===== config.mk =====
export PLATFORM = sky130hd
export DESIGN_NAME = batrider_pcm_arb
export DESIGN_NICKNAME = d
export VERILOG_FILES = /design/src/rtl/batrider_pcm_arb.sv
export SDC_FILE = /design/constraint.sdc
export NUM_CORES = 1
export LEC_CHECK = 0
export ABC_CLOCK_PERIOD_IN_PS = 5400
export BUFFER_PORTS_ARGS = -buffer_cell sky130_fd_sc_hd__buf_2
export CAP_MARGIN = 10
export CORE_ASPECT_RATIO = 1.5
export CORE_MARGIN = 2
export CORE_UTILIZATION = 45
export CTS_BUF_LIST = sky130_fd_sc_hd__clkbuf_2
export DETAILED_ROUTE_END_ITERATION = 7
export PLACE_DENSITY = 0.65
export SLEW_MARGIN = 20
export SYNTH_ARGS = -nofsm -noshare
export SYNTH_HDL_FRONTEND = slang
export SYNTH_SLANG_ARGS = --single-unit
export TNS_END_PERCENT = 10

===== constraint.sdc =====
create_clock -name CLK96 -period 5.4 [get_ports CLK96]
set_clock_uncertainty 0.15 [all_clocks]
set_input_delay 0 -clock CLK96 [delete_from_list [all_inputs] [get_ports CLK96]]
set_output_delay 0 -clock CLK96 [all_outputs]
set_load 0.005 [all_outputs]

===== src/rtl/batrider_pcm_arb.sv =====
// Shares one 16-bit SDRAM read slot between the two jt6295 PCM ROM ports.
// Each client keeps a one-word cache. Misses are served round-robin.
module batrider_pcm_arb #(
  parameter int unsigned        SDR_AW = 22,
  parameter logic [SDR_AW-1:0]  BASE   = '0
) (
  input  logic              CLK96,
  input  logic              RESET96_N,
  input  logic              PCM_CS,
  input  logic [20:0]       PCM_ADDR,
  output logic [7:0]        PCM_DOUT,
  output logic              PCM_OK,
  input  logic              PCM1_CS,
  input  logic [20:0]       PCM1_ADDR,
  output logic [7:0]        PCM1_DOUT,
  output logic              PCM1_OK,
  output logic              SDR_CS,
  output logic [SDR_AW-1:0] SDR_ADDR,
  input  logic [15:0]       SDR_DATA,
  input  logic              SDR_OK
);

  typedef enum logic {ST_IDLE, ST_WAIT} state_t;

  state_t             state_q, state_d;
  logic               valid0_q, valid0_d, valid1_q, valid1_d;
  logic [19:0]        tag0_q, tag0_d, tag1_q, tag1_d, gtag_q, gtag_d;
  logic [15:0]        data0_q, data0_d, data1_q, data1_d;
  logic               sdr_cs_q, sdr_cs_d;
  logic [SDR_AW-1:0]  sdr_addr_q, sdr_addr_d;
  logic               rr_q, rr_d, gnt_q, gnt_d;

  logic               hit0, hit1, miss0, miss1, g;
  logic [19:0]        gaddr;

  assign hit0      = valid0_q && (tag0_q == PCM_ADDR[20:1]);
  assign hit1      = valid1_q && (tag1_q == PCM1_ADDR[20:1]);
  assign miss0     = PCM_CS && !hit0;
  assign miss1     = PCM1_CS && !hit1;

  assign PCM_OK    = hit0;
  assign PCM1_OK   = hit1;
  assign PCM_DOUT  = PCM_ADDR[0]  ? data0_q[15:8] : data0_q[7:0];
  assign PCM1_DOUT = PCM1_ADDR[0] ? data1_q[15:8] : data1_q[7:0];
  assign SDR_CS    = sdr_cs_q;
  assign SDR_ADDR  = sdr_addr_q;

  always_comb begin
    state_d    = state_q;
    valid0_d   = valid0_q;
    valid1_d   = valid1_q;
    tag0_d     = tag0_q;
    tag1_d     = tag1_q;
    gtag_d     = gtag_q;
    data0_d    = data0_q;
    data1_d    = data1_q;
    sdr_cs_d   = sdr_cs_q;
    sdr_addr_d = sdr_addr_q;
    rr_d       = rr_q;
    gnt_d      = gnt_q;
    g          = 1'b0;
    gaddr      = '0;
    case (state_q)
      ST_IDLE: begin
        if (miss0 || miss1) begin
          g          = (miss0 && miss1) ? rr_q : miss1;
          gaddr      = g ? PCM1_ADDR[20:1] : PCM_ADDR[20:1];
          sdr_addr_d = BASE + SDR_AW'(gaddr);
          sdr_cs_d   = 1'b1;
          gtag_d     = gaddr;
          gnt_d      = g;
          state_d    = ST_WAIT;
        end
      end
      ST_WAIT: begin
        if (SDR_OK) begin
          sdr_cs_d = 1'b0;
          // The non-granted client shares the fill when it sits on the same word.
          if (gnt_q) begin
            data1_d  = SDR_DATA;
            tag1_d   = gtag_q;
            valid1_d = 1'b1;
            if (PCM_CS && (PCM_ADDR[20:1] == gtag_q)) begin
              data0_d  = SDR_DATA;
              tag0_d   = gtag_q;
              valid0_d = 1'b1;
            end
          end else begin
            data0_d  = SDR_DATA;
            tag0_d   = gtag_q;
            valid0_d = 1'b1;
            if (PCM1_CS && (PCM1_ADDR[20:1] == gtag_q)) begin
              data1_d  = SDR_DATA;
              tag1_d   = gtag_q;
              valid1_d = 1'b1;
            end
          end
          rr_d    = ~gnt_q;
          state_d = ST_IDLE;
        end
      end
      default: state_d = ST_IDLE;
    endcase
  end

  always_ff @(posedge CLK96 or negedge RESET96_N) begin
    if (!RESET96_N) begin
      state_q    <= ST_IDLE;
      valid0_q   <= 1'b0;
      valid1_q   <= 1'b0;
      tag0_q     <= '0;
      tag1_q     <= '0;
      gtag_q     <= '0;
      data0_q    <= '0;
      data1_q    <= '0;
      sdr_cs_q   <= 1'b0;
      sdr_addr_q <= BASE;
      rr_q       <= 1'b0;
      gnt_q      <= 1'b0;
    end else begin
      state_q    <= state_d;
      valid0_q   <= valid0_d;
      valid1_q   <= valid1_d;
      tag0_q     <= tag0_d;
      tag1_q     <= tag1_d;
      gtag_q     <= gtag_d;
      data0_q    <= data0_d;
      data1_q    <= data1_d;
      sdr_cs_q   <= sdr_cs_d;
      sdr_addr_q <= sdr_addr_d;
      rr_q       <= rr_d;
      gnt_q      <= gnt_d;
    end
  end

endmodule


==> summary.md <==
| Metric | Value |
|---|---|
| Top_reg_cell synth | `dfrtp_1` |
| Max VDD drop | `0.243 mV` |
| Mean area per synthesized cell | `approximately 12 µm²` |
| Routed len/inst | `20.1 µm` |
| Pre-CTS setup slack | `2.30 ns` |
| RSZ-0062 raised after global routing | `no` |
| Critical-path maximum fanout | `20` |
| Setup WS post-layout | `1.17 ns` |
| Cell Chain, Critical Path | `xnor2_1, nand4_1, nor4_1, a41o_1, nand3_1, dlygate4sd3_1, a31oi_1, dlygate4sd3_1` |
| Post-synthesis sequential area ratio | `47.7%` |
| CP most frequent cell | `dlygate4sd3_1` |
| Distinct cells, synth | `37` |
| Initial drt markers | `260` |
| Crit path required time | `5.76 ns` |
| Met2 usage | `45.4%` |
| Area grow syn2layout | `31.9%` |
| Tmin final | `4.23 ns` |
| Clk Tree Root Cell | `clkbuf_2` |
| DIE HEIGHT | `135 µm` |
| Chip width | `91.3 µm` |
| Clock sink total | `98` |
| Rel. slew slack | `29.5%` |
| Yosys warnings | `0` |
| Core area | `11100 µm²` |
| Drt first pass iters | `7` |
| Met3 global-route usage | `4.19%` |
| Share of layout cells above drive strength 1 | `34.5%` |
| Pwr Density | `395 nW/µm²` |
| CP bufs+invs | `2` |
| I/O pin cnt | `104` |
| DRC violations left | `0` |
| GR peak layer | `met2` |
| Num rows | `47` |
| Clock transition at path regs | `0.30 ns` |
| GRT met1 Usage | `between 20% and 30%` |
| Clock buffer count from CTS | `9` |
| Worst-case clock buffer depth | `2` |
| Most common cell after layout, fill and taps aside | `buf_2` |
| P_leak | `around 2.7 nW` |
| Area occupied by multi-input gates | `~2600 µm²` |
| First-pass GRT wire length | `24.3 mm` |
| Worst Tran Pin Value | `~1.1 ns` |
| Final setup viols | `0` |
| Initial core utilization | `46.3%` |
| Total Routing Usage GR | `between 20% and 30%` |
| Post-CTS Setup Bufs | `0` |
| Class of the worst hold path | `in2reg` |
| IO buf count | `101` |
| Critical path startpoint category | `flip-flop` |
| Fmax | `~0.24 GHz` |
| Cells after synthesis | `434` |
| H-tree levels | `3` |
| Seq cells post-synth | `slightly below 100` |
| Gpl congestion | `about 0.88` |
| Final hold vios | `0` |
| Crit. End Element | `flip-flop` |
| Final HPWL DP | `10.5 mm` |
| Post-route setup TNS | `0 ns` |
| Via/cell ratio | `5.63` |
| Layout net count | `roughly 680` |
| ANT cells | `0` |
| Max_cap viols | `0` |
| Slowest CP cell | `a41o_1` |
| FF/Latch Area | `2450 µm²` |
| CP Class | `reg2reg` |
| Number of synthesized flops with an enable pin | `0` |
| Resize count post-CTS | `0` |
| Worst EP arrival | `4.59 ns` |
| Largest net degree at the start of global routing | `67` |
| Max stage delay on crit path | `a little over 0.9 ns` |
| Vias in the first global route | `4473` |
| DR vias | `between 4k and 5k` |
| CTS tree | `built` |
| Synth async-reset ratio | `100%` |
| Die ar. | `12300 µm²` |
| Max Slew Vio Count | `0` |
| Gr ovfl total | `0` |
| Synthesized cell area | `5140 µm²` |
| Post-Route WL | `15.5 mm` |
| ANT nets after route | `0` |
| Final Cycle Share | `78.3%` |
| Worst skew pair latency | `0.60 ns` |
| Most frequent cells in the layout | `100 x buf_2, 98 x dfrtp_1, 90 x dlygate4sd3_1` |
| Fillers | `approximately 920` |
| CP top delay family | `buffers and inverters` |
| Outcome | `finished, final reports clean` |
| Initial antenna violation count | `0` |
==> stage by stage <==
stage          power [W]  instance area [µm²]  util [%]  hold WS, ns  instances
6_report         0.00268                 6780      61.0       0.0579        773
5_1_grt          0.00285                 6780      61.0      0.00301        773
4_1_cts          0.00267                 6680      60.1      0.00310        763
3_5_place_dp     0.00226                 5760      51.9       -0.177        666
3_3_place_gp     0.00223                 5760      51.9       -0.180        666
2_1_floorplan    0.00188                 5150         -       -0.446        435
==> what timing repair did <==
action                                 4_1_cts  5_1_grt
setup endpoints to repair                    0        0
endpoints found under the hold margin      177       16
hold buffers                                81       10
==> Yosys cell counts, drive strengths merged, types with 2 or more instances <==
master | instances | area share, %
xor2 | 28 | 4.8
nand2 | 4 | 0.44
nand4 | 18 | 2.2
dfrtp | 98 | 48
o21a | 2 | 0.29
a311oi | 2 | 0.34
mux2 | 88 | 19
nor3 | 21 | 2.0
nand3 | 24 | 2.3
or4 | 2 | 0.37
or2 | 3 | 0.37
o21ai | 23 | 2.3
xnor2 | 52 | 8.9
a31oi | 21 | 2.6
clkbuf | 11 | 0.83
inv | 3 | 0.22
nor4 | 10 | 1.2
and3 | 2 | 0.24
buf | 13 | 2.0
==> power breakdown <==
| group | switching [W] | internal [W] |
|---|---|---|
| Sequential | 0.000232 | 0.00102 |
| Combinational | 0.000499 | 0.000604 |
| Clock | 0.000255 | 0.0000668 |
| Total | 0.000986 | 0.00169 |
==> worst min-delay path: cells and delay by family <==
family | cells | cell delay (ns)
buffers and inverters | 2 | 0.61
muxes | 1 | 0.13
==> logic make-up (layout without fill, tap and decap cells) <==
| family | after synthesis | after routing | synth area share [%] |
|---|---|---|---|
| other | 1 | 2 | 0.0729 |
| XOR/XNOR | 80 | 80 | 13.6 |
| multiplexers | 88 | 88 | 19.3 |
| flip-flops | 98 | 98 | 47.7 |
| AND/OR/NAND/NOR | 87 | 87 | 9.56 |
| AO/OA/AOI/OAI | 53 | 53 | 6.74 |
| buffers and inverters | 27 | 218 | 3.04 |
==> sequential cells by signal (all words and copies together) (netlist names), 16 cells and up <==
register,cells
data1_q,16
tag0_q,20
data0_q,16
tag1_q,20
gtag_q,20
==> final timing paths <==
| kind | start | to | slack [ns] | cells after the start |
|---|---|---|---|---|
| max | tag0_q[10]$_DFFE_PN0P_ | gtag_q[5]$_DFFE_PN0P_ | 1.17 | 8 |
| min | SDR_DATA[0] | data1_q[0]$_DFFE_PN0P_ | 0.06 | 3 |
| max reg2reg | tag0_q[10]$_DFFE_PN0P_ | gtag_q[5]$_DFFE_PN0P_ | 1.17 | 8 |
| min reg2reg | data0_q[12]$_DFFE_PN0P_ | data0_q[12]$_DFFE_PN0P_ | 0.37 | 1 |
| max in group asynchronous | RESET96_N | tag0_q[15]$_DFFE_PN0P_ | 4.00 | 4 |
| min in group asynchronous | RESET96_N | data0_q[3]$_DFFE_PN0P_ | 0.26 | 4 |
==> area by class of cell <==
cell class	count	share of cell area [%]
flip-flops and latches	98	36.2
well taps	147	2.71
multi-input cells	310	37.7
repair buffers	199	21.8
inverters	3	0.166
clock inverters	5	0.609
clock buffers	11	0.812
==> routing by layer <==
| layer | part of all wire (%) | vias up |
|---|---|---|
| li1 | - | 1944 |
| met1 | 39 | 2176 |
| met2 | 52 | 186 |
| met3 | 4.8 | 49 |
| met4 | 4.4 | 0 |
| met5 | 0 | - |
Note: power is estimated with default switching activity, not from simulation.
